### src/rtl/exponential_block_16.sv
// Softmax stage 2: e^x for x = Zi - Zmax (Q7.8, <= 0) as Q1.15, with a running sum.
// Optional accumulator enabled by defining EXP_SUM_EN; otherwise exp_sum_o is tied to 0.
module exponential_block_16 #(
    parameter int unsigned data_size = 16,
    parameter int unsigned sum_size  = 24
) (
    input  logic                 clock_i,
    input  logic                 reset_i,
    input  logic                 downscale_data_valid_i,
    input  logic [data_size-1:0] downscale_data_i,
    input  logic [7:0]           downscale_number_of_data_i,
    input  logic                 downscale_done_i,
    output logic                 exp_data_valid_o,
    output logic [data_size-1:0] exp_data_o,
    output logic [sum_size-1:0]  exp_sum_o,
    output logic [7:0]           exp_number_of_data_o,
    output logic                 exp_done_o
);

    typedef enum logic [1:0] {StIdle, StRun, StDrain, StDone} state_e;

    state_e      state_q, state_d;
    logic [7:0]  in_count_q, in_count_d;
    logic [7:0]  out_count_q, out_count_d;
    logic [7:0]  num_q, num_d;
    logic        done_q, done_d;
    logic        v1_q, v2_q, v3_q;
    logic [16:0] u1_q, u1_d;
    logic [8:0]  n2_q, n2_d;
    logic [15:0] m2_q, m2_d;
    logic [15:0] y3_q, y3_d;
    logic        accept;

    logic [15:0] x_clamp;
    logic [15:0] a_mag;
    logic [24:0] prod;
    logic [15:0] y_shift;

    // Inputs are dropped in DONE and once all N have been taken in DRAIN
    assign accept = downscale_data_valid_i &&
                    ((state_q == StIdle) || (state_q == StRun) ||
                     ((state_q == StDrain) && (in_count_q != num_q)));

    always_comb begin
        x_clamp = (!downscale_data_i[15] && (downscale_data_i != '0)) ? '0 : downscale_data_i;
        a_mag   = -x_clamp;
        prod    = {9'd0, a_mag} * 25'd369;
        // Only p[24:8] is consumed downstream, so only those bits are held in S1
        u1_d    = prod[24:8];
        n2_d    = u1_q[16:8];
        m2_d    = 16'h8000 - {2'b00, u1_q[7:0], 6'd0};
        y_shift = (|n2_q[8:4]) ? 16'd0 : (m2_q >> n2_q[3:0]);
        y3_d    = v2_q ? y_shift : 16'd0;
    end

    always_comb begin
        state_d     = state_q;
        num_d       = num_q;
        in_count_d  = in_count_q + 8'(accept);
        out_count_d = out_count_q + 8'(v2_q);
        case (state_q)
            StIdle: begin
                if (accept) begin
                    state_d = StRun;
                    if (downscale_done_i) begin
                        state_d = StDrain;
                        num_d   = downscale_number_of_data_i;
                    end
                end
            end
            StRun: begin
                if (downscale_done_i) begin
                    state_d = StDrain;
                    num_d   = downscale_number_of_data_i;
                end
            end
            StDrain: begin
                if ((out_count_q == num_q) && (num_q != 8'd0) && !v1_q && !v2_q) begin
                    state_d = StDone;
                end
            end
            StDone:  state_d = StDone;
            default: state_d = StIdle;
        endcase
        done_d = (state_d == StDone);
    end

    always_ff @(posedge clock_i or posedge reset_i) begin
        if (reset_i) begin
            state_q     <= StIdle;
            num_q       <= '0;
            in_count_q  <= '0;
            out_count_q <= '0;
            done_q      <= 1'b0;
            v1_q        <= 1'b0;
            v2_q        <= 1'b0;
            v3_q        <= 1'b0;
            u1_q        <= '0;
            n2_q        <= '0;
            m2_q        <= '0;
            y3_q        <= '0;
        end else begin
            state_q     <= state_d;
            num_q       <= num_d;
            in_count_q  <= in_count_d;
            out_count_q <= out_count_d;
            done_q      <= done_d;
            v1_q        <= accept;
            v2_q        <= v1_q;
            v3_q        <= v2_q;
            u1_q        <= u1_d;
            n2_q        <= n2_d;
            m2_q        <= m2_d;
            y3_q        <= y3_d;
        end
    end

`ifdef EXP_SUM_EN
    logic [sum_size-1:0] sum_q, sum_d;
    logic [sum_size:0]   sum_ext;

    always_comb begin
        sum_ext = {1'b0, sum_q} + {{(sum_size + 1 - 16){1'b0}}, y_shift};
        sum_d   = sum_q;
        if (v2_q) begin
            sum_d = sum_ext[sum_size] ? '1 : sum_ext[sum_size-1:0];
        end
    end

    always_ff @(posedge clock_i or posedge reset_i) begin
        if (reset_i) begin
            sum_q <= '0;
        end else begin
            sum_q <= sum_d;
        end
    end

    assign exp_sum_o = sum_q;
`else
    assign exp_sum_o = '0;
`endif

    assign exp_data_valid_o     = v3_q;
    assign exp_data_o           = data_size'(y3_q);
    assign exp_number_of_data_o = num_q;
    assign exp_done_o           = done_q;

endmodule

### config.mk
export PLATFORM = sky130hd
export DESIGN_NAME = exponential_block_16
export DESIGN_NICKNAME = d
export VERILOG_FILES = /design/src/rtl/exponential_block_16.sv
export SDC_FILE = /design/constraint.sdc
export NUM_CORES = 1
export LEC_CHECK = 0
export ABC_CLOCK_PERIOD_IN_PS = 3240
export CORE_UTILIZATION = 50
export CTS_BUF_LIST = sky130_fd_sc_hd__clkbuf_8
export DETAILED_ROUTE_END_ITERATION = 10
export PLACE_DENSITY = 0.73
export SYNTH_ARGS = -nofsm -noshare
export SYNTH_HDL_FRONTEND = slang
export SYNTH_SLANG_ARGS = --single-unit
### constraint.sdc
create_clock -name clock_i -period 3.24 [get_ports clock_i]
set_input_delay 0.324 -clock clock_i [delete_from_list [all_inputs] [get_ports clock_i]]
set_output_delay 0.324 -clock clock_i [all_outputs]
set_load 0.005 [all_outputs]
Word level (Yosys, flattened, before mapping)
Index checks and enable logic that the tools add are counted.
{"block": "word_totals", "reg_bits": 88, "input_bits": 28, "output_inout_bits": 50}
{"block": "op_classes", "addsub": 4, "mul": 1, "n_eq_ne": 7, "shift": 1, "mux": 11, "n_reduce_logical": 17}
{"cell": "16-bit 2-to-1 mux", "count": 3}
{"cell": "16-bit by 9-bit multiplier with 25-bit output, second input constant", "count": 1}
{"cell": "8-bit by 1-bit adder with 8-bit output", "count": 2}
{"cell": "8-bit 2-to-1 mux", "count": 2}
{"cell": "16-bit negator", "count": 1}
{"cell": "8-bit case mux with 2 select lines", "count": 1}
{"cell": "16-bit nonzero test", "count": 1}
{"cell": "16-bit by 4-bit right shift with 16-bit output", "count": 1}
{"cell": "16-bit by 14-bit subtractor with 16-bit output, first input constant", "count": 1}
{"cell": "8-bit == test", "count": 1}
{"cell": "2-bit 2-to-1 mux", "count": 4}
{"cell": "8-bit inequality test", "count": 1}
{"cell": "2-bit case mux with 4 select lines", "count": 1}
{"cell": "8-bit nonzero test", "count": 1}
{"cell": "2-bit == test, second input constant", "count": 3}
{"cell": "1-bit logical AND", "count": 6}
{"cell": "5-bit OR reduction", "count": 1}
{"cell": "1-bit zero test", "count": 3}
{"cell": "2-bit by 1-bit == test with 1-bit output, second input constant", "count": 1}
{"cell": "2-bit zero test", "count": 1}
{"cell": "1-bit logical OR", "count": 2}
{"cell": "2-bit inequality test, second input constant", "count": 1}
{"cell": "2-bit AND reduction", "count": 1}
{"cell": "2-bit nonzero test", "count": 1}

Depth between registers and ports, before layout
Gate-level depths: netlist of the first run.
{"block": "logic_depth", "word_depth": 7, "mapped_depth": 24, "mapped_depth_nobuf": 22}

Worst setup path before layout of the first run
OpenSTA, ideal clock, no wires.
{"block": "synth_timing", "kind": "input port to flip-flop", "start": "input port downscale_data_i[4]", "end": "register u1_q[10]", "setup_time_ns": 0.104, "t_arrival_ns": 5.254, "required_ns": 3.136, "slack_ns": -2.118, "stages": 19, "path_buffers": 0, "path_cell_list": "or4_4 > nor3_4 > a21o_1 > nor2_1 > nor2_1 > o21ai_0 > ha_1 > fa_1 > fa_1 > inv_1 > fa_1 > inv_1 > ha_1 > a21oi_1 > o21ai_1 > or3_1 > o21a_1 > or4_1 > o311ai_1"}
{"block": "synth_via", "elab_chain_len": 5}
{"element": "from (decl)", "line_no": "10", "text": "input logic [data_size-1:0] downscale_data_i,"}
{"element": "16-bit nonzero test", "line_no": "45", "text": "x_clamp = (!downscale_data_i[15] && (downscale_data_i != '0)) ? '0 : downscale_data_i;"}
{"element": "1-bit logical AND", "line_no": "45"}
{"element": "16-bit 2-to-1 mux *", "line_no": "45"}
{"element": "16-bit negator *", "line_no": "46", "text": "a_mag = -x_clamp;"}
{"element": "16-bit by 9-bit multiplier with 25-bit output *", "line_no": "47", "text": "prod = {9'd0, a_mag} * 25'd369;"}
{"element": "net prod[18]", "line_no": "36", "text": "logic [24:0] prod;"}
{"element": "to (signal assigned)", "line_no": "111", "text": "u1_q <= u1_d;"}
{"element": "to (decl)", "line_no": "28", "text": "logic [16:0] u1_q, u1_d;"}
Mark *: on every way through the listed nets, which the timed path passes. The rest lies on a longest branch.
A chain may end at the register's enable or synchronous reset.

Final worst setup path of the first run
{"block": "layout_timing", "start": "input port downscale_data_i[6]", "end": "register u1_q[10]"}
The elaborated chain is that of the path after synthesis.

==> summary.txt, run 1 <==
Yosys
  • Part of the Yosys area used for sequential elements: 31.4%
  • Number of enable-type register cells in the synthesized netlist: 0
  • Most common flop cell mapped by yosys: dfrtp_1
  • Ys async rst share: 100%
  • Synth Warn #: 0
  • Number of instances in the synthesized netlist: 670
  • Mean area per synthesized cell: 9.74 sq um
  • Library cells used by synthesis: 58
  • Cell area after synthesis: 6530 sq um
  • Synthesis-stage register bit count: 82

Place
  • Weighted congestion reported at the end of routability-driven placement: 0.883
  • Worst setup timing slack at the placement stage: -2450 ps
  • Number of buffer cells added on primary ports: 53
  • Dpl hpwl: 11000 microns

Timing
  • Part of the cycle the worst path needs: 152%
  • Count of final max-slew check failures: 0
  • Final hold viol count: 0
  • Count of endpoints failing setup in the final report: 17
  • Unrepaired setup endpoints after global routing: yes
  • Clock period minus worst slack: 4920 ps
  • Final Worst Setup Slack: -1680 ps
  • Worst-Margin Slew: 837 ps
  • Max transition margin: 44.1%
  • Maximum clock rate: 203 MHz
  • Setup clock skew after layout: 16.9 ps

Floorplan
  • I/O pin total: 78
  • Overall die area: 13500 sq um
  • Placement row count: 41
  • Effective utilization at floorplan: 51.5%
  • Width of the chip: 116 microns
  • Area inside the core boundary: 12700 sq um
  • Die extent in y: 116 microns

Clock network
  • Latest clock arrival within the worst-skew pair: 360 ps
  • TritonCTS clock tree: done
  • Clock Sink Count: 82
  • Clock buffer depth: 2
  • Clock transition time at the flip-flop clock pins of the worst setup and hold paths: 90 ps
  • Cell at the root of the clock tree: clkbuf_8
  • Maximum level of the CTS H-tree: 3
  • Total CTS buffers: 9

Cells and area
  • Inserted Diodes: 0
  • Area Growth Syn to Fin: 40.2%
  • Leading cell types in the layout, fill and taps excluded: buf_4 (114), dfrtp_1 (82), inv_1 (76)
  • Layout Nets: 986
  • Fill cell count: 883
  • Most common cell after layout, fill and taps aside: buf_4
  • Share of cells above drive strength 1: 33.6%

Detailed routing
  • Iteration count of the initial detailed-routing pass: 4
  • Number of antenna-violating nets in the routed design: 0
  • Number of vias per cell after detailed routing: 5.15
  • DRC: 0
  • Violation count after the first detailed-route iteration: 185
  • Routed WL: 15100 microns
  • Final routed wire length divided by cell count: 14.7 microns
  • Count of vias placed by the detailed router: 5283

GRT
  • Wire length of the first global-routing pass: 23200 microns
  • Pin count of the biggest net entering global routing: 43
  • Total overflow reported by the global router: 0
  • Vias in the first global route: 5280
  • Total GRT Usage: 21.8%
  • Number of antenna violations at the first check in global routing: 0

Critical path
  • CP required: 3490 ps
  • CP Launch Type: input pin
  • Type of element capturing the critical path: flop
  • Largest fanout on the critical path: 3
  • Kind of critical path: input pin to flop
  • Data arrival time of the worst path: 5180 ps

Flow run
  • Max-cap violation count: 0

Power
  • Power density normalized to cell area: 832 nW/um^2
  • Overall power after layout: 7.61 mW
  • Leakage power of the design: 4.37 nW
  • Max VDD drop: 0.000439 V

Outcome
  • Outcome: finished with violations
  • Violated checks: setup timing

Min path
  • Class of the tightest hold or removal check: flop to flop
[cells by family after synthesis]
group                      synth area share (%)
DFF                                        31.4
xor gates and xnor gates                   7.11
buffers and inverters                      8.97
other                                    0.0574
adders and majority gates                  25.1
AOI/OAI and AO/OA                          10.1
muxes                                      4.12
and+or+nand+nor                            13.1
[worst max-delay path, cell delays in order]
cell	delay [ps]
buf_6	90
or4_4	530
nor3_4	230
a21o_1	190
buf_6	120
nand2_4	40
xor2_2	170
buf_4	150
ha_4	160
fa_2	450
fa_1	530
inv_2	40
fa_1	520
inv_2	50
ha_4	240
a21oi_2	190
o21ai_2	90
or3_4	370
o21a_1	200
or4_1	390
o311ai_1	90
[state kept, by name (all words and copies together), names as in the netlist]
signal                cells
u1_q                     17
exp_data_o               16
m2_q                     10
n2_q                      9
exp_number_of_data_o      8
in_count_q                8
out_count_q               8
state_q                   2
exp_data_valid_o          1
exp_done_o                1
v1_q                      1
v2_q                      1
[synthesized netlist by cell type, drive strengths merged (2+ instances only)]
cell type  number  area (sq um)
nor4           12          75.1
and3            5          31.3
a32oi           4          35.0
or4             4          37.5
inv            92           345
ha             72           901
nand4           5          31.3
and2            4          25.0
or3             4          25.0
a2bb2oi         3          26.3
o21ai          25           129
dfrtp          82          2050
buf            28           203
xor2           30           263
o22a            4          35.0
fa             37           741
a211oi          3          22.5
mux2i          10           100
xnor2          23           201
mux2           15           169
nand3          14          70.1
nor2b           2          12.5
o211ai          5          37.5
nand3b          2          15.0
o21a           12          90.1
nor3           20           121
nor2           46           173
a21oi          26           130
and4            2          17.5
nand2b          6          37.5
nand2          42           158
clkbuf          9          33.8
o21bai          3          22.5
[final cells by class]
type / instances / area, sq um / share of cell area (%)
multi-input combinational: 481 / 4730 / 51.7
sequential: 82 / 2050 / 22.4
timing repair buffer: 182 / 1570 / 17.1
inverter: 93 / 349 / 3.82
tap: 172 / 215 / 2.35
clock buffer: 9 / 124 / 1.35
clock inverter: 7 / 110 / 1.20
[metrics by stage]
step / hold WS, ps / instances / area [sq um] / util (%) / TNS [ps]
finish: 348 / 1026 / 9150 / 72.2 / -23900
global route: 358 / 1026 / 9150 / 72.2 / -26530
global placement: 332 / 984 / 8270 / 65.2 / -33750
floorplan: 331 / 693 / 6960 / - / -23550
CTS: 352 / 1017 / 8820 / 69.6 / -23550
detailed placement: 335 / 984 / 8270 / 65.2 / -35250
[path summary, 6_finish.rpt]
check | startpoint | end | slack (ps) | cells past startpoint
max | downscale_data_i[6] | u1_q[10] | -1680 | 21
min | u1_q[10] | n2_q[2] | 350 | 0
max reg2reg | exp_number_of_data_o[2] | in_count_q[6] | 1020 | 9
min reg2reg | u1_q[10] | n2_q[2] | 350 | 0
max in group asynchronous | reset_i | exp_data_o[12] | 2100 | 3
min in group asynchronous | reset_i | exp_number_of_data_o[6] | 450 | 2
[timing repair]
action,in CTS,in global routing
setup endpoints to repair,17,17
cloned,0,0
hold buffers,0,0
gates resized for setup,73,56
pin swaps,51,56
setup buffers,18,9
[routing by layer]
layer	GRT usage, %	up-vias	share of wire (%)
met4	8.89	0	3.1
met1	23.9	2566	40
met5	0	-	0
met3	2.13	36	2.0
li1	-	2581	-
met2	42.6	100	55
[power breakdown]
part	internal, mW	total (mW)	switching, mW	leakage, nW
combinational	2.70	5.19	2.49	3.22
clock	0.446	0.828	0.382	0.113
sequential	1.31	1.59	0.282	1.04
total	4.46	7.61	3.15	4.37
No activity file was read; power rests on OpenSTA's default activity.
==> inputs of run 2 (changes only) <==
==> constraint.sdc (replaced) <==
create_clock -name clock_i -period 3.24 [get_ports clock_i]
set_input_delay 0.486 -clock clock_i [delete_from_list [all_inputs] [get_ports clock_i]]
set_output_delay 0.486 -clock clock_i [all_outputs]
set_load 0.005 [all_outputs]
==> run 2 against run 1 <==
  * The flow still finishes with violations (setup timing)
  * Register-to-register slack worse by 110 ps
  * Die area unchanged
  * Critical path depth down 1
  * Via count down 1.1%
  * Sequential power about the same
  * Count of clock-buffer cells in the layout unchanged
  * Worst setup slack worse by 69 ps
  * Worst hold slack worse by 2.1 ps
  * Critical path type unchanged
  * Highest routed layer unchanged
==> summary.txt, run 2 (synthesis gave the netlist of run 1 again) <==
Outcome
  • Outcome: finished with violations
  • Violated checks: setup timing

Detailed routing
  • Number of vias per cell after detailed routing: 5.15
  • Count of vias placed by the detailed router: 5224
  • Violation count after the first detailed-route iteration: 190
  • DRC: 0
  • Routed WL: 14400 microns
  • Final routed wire length divided by cell count: 14.2 microns
  • Number of antenna-violating nets in the routed design: 0
  • Iteration count of the initial detailed-routing pass: 4

Power
  • Leakage power of the design: 4.27 nW
  • Max VDD drop: 0.000357 V
  • Power density normalized to cell area: 800 nW/um^2

Critical path
  • Data arrival time of the worst path: 5240 ps
  • Worst reg2reg path endpoint: in_count_q[6]
  • Critical R2R Launch: exp_number_of_data_o[3]
  • Cell at the slowest stage of the critical path: or4_4
  • Critical Path, Cell by Cell: buf_6 -> or4_4 -> nor3_2 -> o21a_1 -> buf_12 -> buf_12 -> xor2_4 -> ha_4 -> fa_1 -> fa_1 -> inv_2 -> fa_1 -> inv_2 -> ha_4 -> a21oi_2 -> o21ai_2 -> or3_4 -> o21a_1 -> or4_1 -> o311ai_1
  • CP Launch Type: input pin
  • Cell repeated most along the worst path: fa_1
  • Largest fanout on the critical path: 5
  • Number of cell instances on the worst register-to-register path: 9
  • Worst setup startpoint: downscale_data_i[5]
  • Type of element capturing the critical path: flop
  • Slowest Stage Delay on Critical Path: 560 ps
  • Kind of critical path: input pin to flop
  • CP required: 3490 ps
  • Setup slack of the worst register-to-register path: 910 ps

Clock network
  • Latest clock arrival within the worst-skew pair: 350 ps
  • Clock transition time at the flip-flop clock pins of the worst setup and hold paths: 90 ps
  • Total CTS buffers: 9
  • Clock Sink Count: 82
  • TritonCTS clock tree: done
  • Cell at the root of the clock tree: clkbuf_8
  • Maximum level of the CTS H-tree: 3
  • Clock buffer depth: 2

GRT
  • Pin count of the biggest net entering global routing: 43
  • Total GRT Usage: 21.4%
  • Total overflow reported by the global router: 0
  • Wire length of the first global-routing pass: 22600 microns
  • Number of antenna violations at the first check in global routing: 0
  • Vias in the first global route: 5130

Floorplan
  • Die extent in y: 116 microns
  • Effective utilization at floorplan: 51.5%
  • Placement row count: 41
  • Area inside the core boundary: 12700 sq um
  • Width of the chip: 116 microns
  • I/O pin total: 78
  • Overall die area: 13500 sq um

Timing
  • Final hold viol count: 0
  • Clock period minus worst slack: 4990 ps
  • Maximum clock rate: 200 MHz
  • Max transition margin: 51.8%
  • Final Worst Setup Slack: -1750 ps
  • Count of final max-slew check failures: 0
  • Setup clock skew after layout: 11.5 ps
  • Worst-Margin Slew: 724 ps
  • Unrepaired setup endpoints after global routing: yes
  • Count of endpoints failing setup in the final report: 17
  • Part of the cycle the worst path needs: 154%

Min path
  • Class of the tightest hold or removal check: flop to flop
  • Startpoint of the most critical hold path: u1_q[10]
  • End point of the worst hold path: n2_q[2]
  • Worst Hold Depth: 0

Cells and area
  • Post-route non-filler standard cell count: 1015
  • Leading cell types in the layout, fill and taps excluded: buf_4 (108), dfrtp_1 (82), inv_1 (74)
  • Area Growth Syn to Fin: 36.0%
  • Inserted Diodes: 0
  • Final design instance area without fill: 8880 sq um
  • Flip-flop count of the largest register after layout: 17
  • Layout Nets: 975
  • Fill cell count: 933
  • Share of cells above drive strength 1: 31.1%
  • Most common cell after layout, fill and taps aside: buf_4
  • Post-layout utilization of the core: 70.1%
  • Register with the most flip-flops: u1_q

Place
  • Dpl hpwl: 11300 microns
  • Number of cells in the design after placement: 985
  • Post-place instance area: 8260 sq um
  • Weighted congestion reported at the end of routability-driven placement: 0.880
  • Worst setup timing slack at the placement stage: -2560 ps
  • Number of buffer cells added on primary ports: 53

Flow run
  • Max-cap violation count: 0
[run 2: cell count changes in the layout (fill, tap and decap cells not counted), sizes merged]
cell and change:
buf -10, bufinv -1, clkbuf -1, clkdlybuf4s15 -1, clkdlybuf4s50 +3, clkinv +1, dlygate4sd2 +1, dlymetal6s2s -3
[run 2: worst max-delay path by stage]
stage,end,cells past startpoint
after floorplan,u1_q[10],17
after global placement,u1_q[10],18
after detailed placement,u1_q[10],17
after CTS,u1_q[10],20
after global routing,u1_q[10],18
final,u1_q[10],20
[run 2: through the flow]
step,hold slack [ps],power (mW),TNS [ps]
floorplan,331,4.60,-26310
global placement,332,5.75,-36510
detailed placement,335,5.92,-38050
CTS,351,6.77,-25150
global route,349,7.69,-27980
finish,346,7.10,-25380
[run 2: final cells by class]
class | instances | area, sq um | area share [%]
timing repair buffer | 171 | 1460 | 16.4
inverter | 93 | 349 | 3.93
clock buffer | 9 | 124 | 1.40
multi-input combinational | 481 | 4600 | 51.9
sequential | 82 | 2050 | 23.1
clock inverter | 7 | 76.3 | 0.860
tap | 172 | 215 | 2.42
[run 2: timing repair]
| action | 4_1_cts | 5_1_grt |
|---|---|---|
| hold endpoints to repair | 0 | 0 |
| resized for setup | 52 | 53 |
| setup endpoints to repair | 17 | 17 |
| buffers inserted | 8 | 7 |
| hold buffers | 0 | 0 |
| pin swaps | 33 | 33 |
[run 2: worst max-delay path: cells and delay by family]
family | cells | cell delay [ps]
adders and majority gates | 5 | 1950
xor gates and xnor gates | 1 | 290
and+or+nand+nor | 4 | 1420
buffers and inverters | 5 | 410
AOI/OAI and AO/OA | 5 | 680
[run 2: report_power, final]
part / internal (mW) / switching (mW) / leakage [nW]
sequential: 1.31 / 0.283 / 1.04
clock: 0.362 / 0.372 / 0.102
combinational: 2.50 / 2.27 / 3.13
[run 2: layer usage]
metal	vias to the layer above	track usage [%]	part of all wire [%]
li1	2551	-	-
met1	2542	24.0	39
met2	101	40.6	55
met3	30	3.11	3.0
met4	0	8.38	3.0
met5	-	0	0
==> inputs of run 3 (changes only) <==
--- a/config.mk
+++ b/config.mk
@@ -9,7 +9,7 @@
 export CORE_UTILIZATION = 50
 export CTS_BUF_LIST = sky130_fd_sc_hd__clkbuf_8
 export DETAILED_ROUTE_END_ITERATION = 10
-export PLACE_DENSITY = 0.73
+export PLACE_DENSITY_LB_ADDON = 0.12
 export SYNTH_ARGS = -nofsm -noshare
 export SYNTH_HDL_FRONTEND = slang
 export SYNTH_SLANG_ARGS = --single-unit
==> run 3 against run 2 <==
  * The run still ends with setup timing left
  * Clock power grew 10%
  * Core utilization grew 1.1 points
  * Maximum frequency fell by 1.1%
  * Non-clock buffer count grew 6
  * Clock skew down 2.4 ps
==> summary.txt, run 3 (synthesis gave the netlist of run 1 again) <==
Timing
  • Max transition margin: 51.0%
  • Count of endpoints failing setup in the final report: 17
  • Maximum clock rate: 198 MHz
  • Worst-Margin Slew: 735 ps
  • Final Worst Setup Slack: -1810 ps
  • Setup clock skew after layout: 9.18 ps
  • Count of final max-slew check failures: 0
  • Final hold viol count: 0
  • Clock period minus worst slack: 5050 ps
  • Unrepaired setup endpoints after global routing: yes
  • Post-Route Hold Slack: 354 ps
  • Part of the cycle the worst path needs: 156%

Critical path
  • Worst setup startpoint: downscale_data_i[7]
  • Critical R2R Launch: exp_number_of_data_o[5]
  • Cell repeated most along the worst path: buf_6
  • Kind of critical path: input pin to flop
  • Buf+Inv Stages, Crit Path: 7
  • Type of element capturing the critical path: flop
  • Critical Path, Cell by Cell: buf_6 -> or4_4 -> nor3_4 -> a21o_1 -> buf_6 -> nand2_4 -> xor2_4 -> buf_4 -> buf_6 -> ha_4 -> ha_1 -> fa_1 -> inv_1 -> fa_1 -> inv_1 -> ha_4 -> nand3_2 -> nand2_1 -> a41o_1 -> buf_4 -> o21a_1 -> or4_1 -> o311ai_2
  • Slowest Stage Delay on Critical Path: 540 ps
  • CP required: 3500 ps
  • Cell at the slowest stage of the critical path: or4_4
  • CP Launch Type: input pin
  • Data arrival time of the worst path: 5310 ps
  • Largest fanout on the critical path: 5
  • Top Family by Delay on Critical Path: adder cells

Floorplan
  • I/O pin total: 78
  • Die extent in y: 116 microns
  • Area inside the core boundary: 12700 sq um
  • Width of the chip: 116 microns
  • Placement row count: 41
  • Effective utilization at floorplan: 51.5%
  • Overall die area: 13500 sq um

Detailed routing
  • Number of vias per cell after detailed routing: 5.03
  • Final routed wire length divided by cell count: 13.3 microns
  • DRC: 0
  • Iteration count of the initial detailed-routing pass: 4
  • Routed WL: 13500 microns
  • Count of vias placed by the detailed router: 5133
  • Violation count after the first detailed-route iteration: 194
  • Number of antenna-violating nets in the routed design: 0

Clock network
  • Clock Sink Count: 82
  • Cell at the root of the clock tree: clkbuf_8
  • Total CTS buffers: 9
  • Maximum level of the CTS H-tree: 3
  • TritonCTS clock tree: done
  • Clock buffer depth: 2
  • Latest clock arrival within the worst-skew pair: 360 ps
  • Clock transition time at the flip-flop clock pins of the worst setup and hold paths: 80 ps

Power
  • Clock power share: 11.0%
  • Total net switching power: 3.01 mW
  • Combinational power share: 67.4%
  • Max VDD drop: 0.000373 V
  • Leakage power of the design: 4.31 nW
  • Power density normalized to cell area: 816 nW/um^2
  • Cell internal pwr: 4.34 mW
  • Net switching share of the total power: 41.0%
  • Portion of total power attributed to sequential cells: 21.6%

Cells and area
  • Most common cell after layout, fill and taps aside: buf_4
  • Post-route non-filler standard cell count: 1021
  • Share of cells above drive strength 1: 33.0%
  • Area Growth Syn to Fin: 38.0%
  • Inserted Diodes: 0
  • Final design instance area without fill: 9010 sq um
  • Register with the most flip-flops: u1_q
  • Layout Nets: 981
  • Leading cell types in the layout, fill and taps excluded: buf_4 (113), dfrtp_1 (82), inv_1 (74)
  • Fill cell count: 953
  • Flip-flop count of the largest register after layout: 17

GRT
  • GR peak layer: met2
  • Total GRT Usage: 21.4%
  • Pin count of the biggest net entering global routing: 46
  • Wire length of the first global-routing pass: 22700 microns
  • GR met3 Demand/Resource: 2.65%
  • GRT met2 Usage: 41.4%
  • Met1 track demand over resource in global routing: 23.1%
  • Number of antenna violations at the first check in global routing: 0
  • Vias in the first global route: 5161
  • Total overflow reported by the global router: 0

Outcome
  • Outcome: finished with violations
  • Violated checks: setup timing

Place
  • Weighted congestion reported at the end of routability-driven placement: 0.865
  • Dpl hpwl: 10700 microns
  • Number of cells in the design after placement: 985
  • Worst setup timing slack at the placement stage: -2540 ps
  • Number of buffer cells added on primary ports: 53
  • Post-place instance area: 8240 sq um

Min path
  • Startpoint of the most critical hold path: u1_q[9]
  • Class of the tightest hold or removal check: flop to flop

Flow run
  • Max-cap violation count: 0
## run 3: power by group through the flow
| stage | Combinational (mW) | Sequential, mW | Clock [mW] |
|---|---|---|---|
| 3_5_place_dp | 4.31 | 1.61 | 0 |
| 5_1_grt | 5.43 | 1.64 | 0.878 |
| 3_3_place_gp | 4.21 | 1.60 | 0 |
| 6_report | 4.96 | 1.59 | 0.811 |
| 2_1_floorplan | 3.13 | 1.48 | 0 |
| 4_1_cts | 4.67 | 1.59 | 0.837 |
## run 3: cell type report
class	count	area, sq um	area share (%)
timing repair buffer	177	1480	16.4
multi-input combinational	481	4690	52.0
tap	172	215	2.39
sequential	82	2050	22.8
inverter	93	350	3.89
clock buffer	9	124	1.37
clock inverter	7	103	1.14
## run 3: what timing repair did
action | in CTS | in global routing
endpoints found under the hold margin | 0 | 0
pin swaps | 53 | 48
hold buffers | 0 | 0
setup buffers | 17 | 6
endpoints found under the setup margin | 17 | 17
resized for setup | 81 | 45
## run 3: final timing paths
check                              endpoint  slack [ps]  depth (start not counted)
setup reg to reg              in_count_q[6]         950                          9
max in group asynchronous  exp_data_valid_o        1940                          3
min in group asynchronous     exp_data_o[2]         550                          2
setup / recovery                   u1_q[10]       -1810                         23
hold / removal                      n2_q[1]         350                          0
hold reg to reg                     n2_q[1]         350                          0
## run 3: metrics by stage
step / power (mW) / util, % / setup TNS, ps
floorplan: 4.60 / - / -26310
global placement: 5.81 / 65.0 / -36580
detailed placement: 5.92 / 65.0 / -37800
CTS: 7.10 / 69.4 / -25120
global route: 7.95 / 71.1 / -28040
finish: 7.35 / 71.1 / -25290
## run 3: routing by layer
| layer | wire length [microns] | up-vias |
|---|---|---|
| li1 | - | 2572 |
| met1 | 5440 | 2453 |
| met2 | 7360 | 82 |
| met3 | 300 | 26 |
| met4 | 436 | 0 |
| met5 | 0 | - |
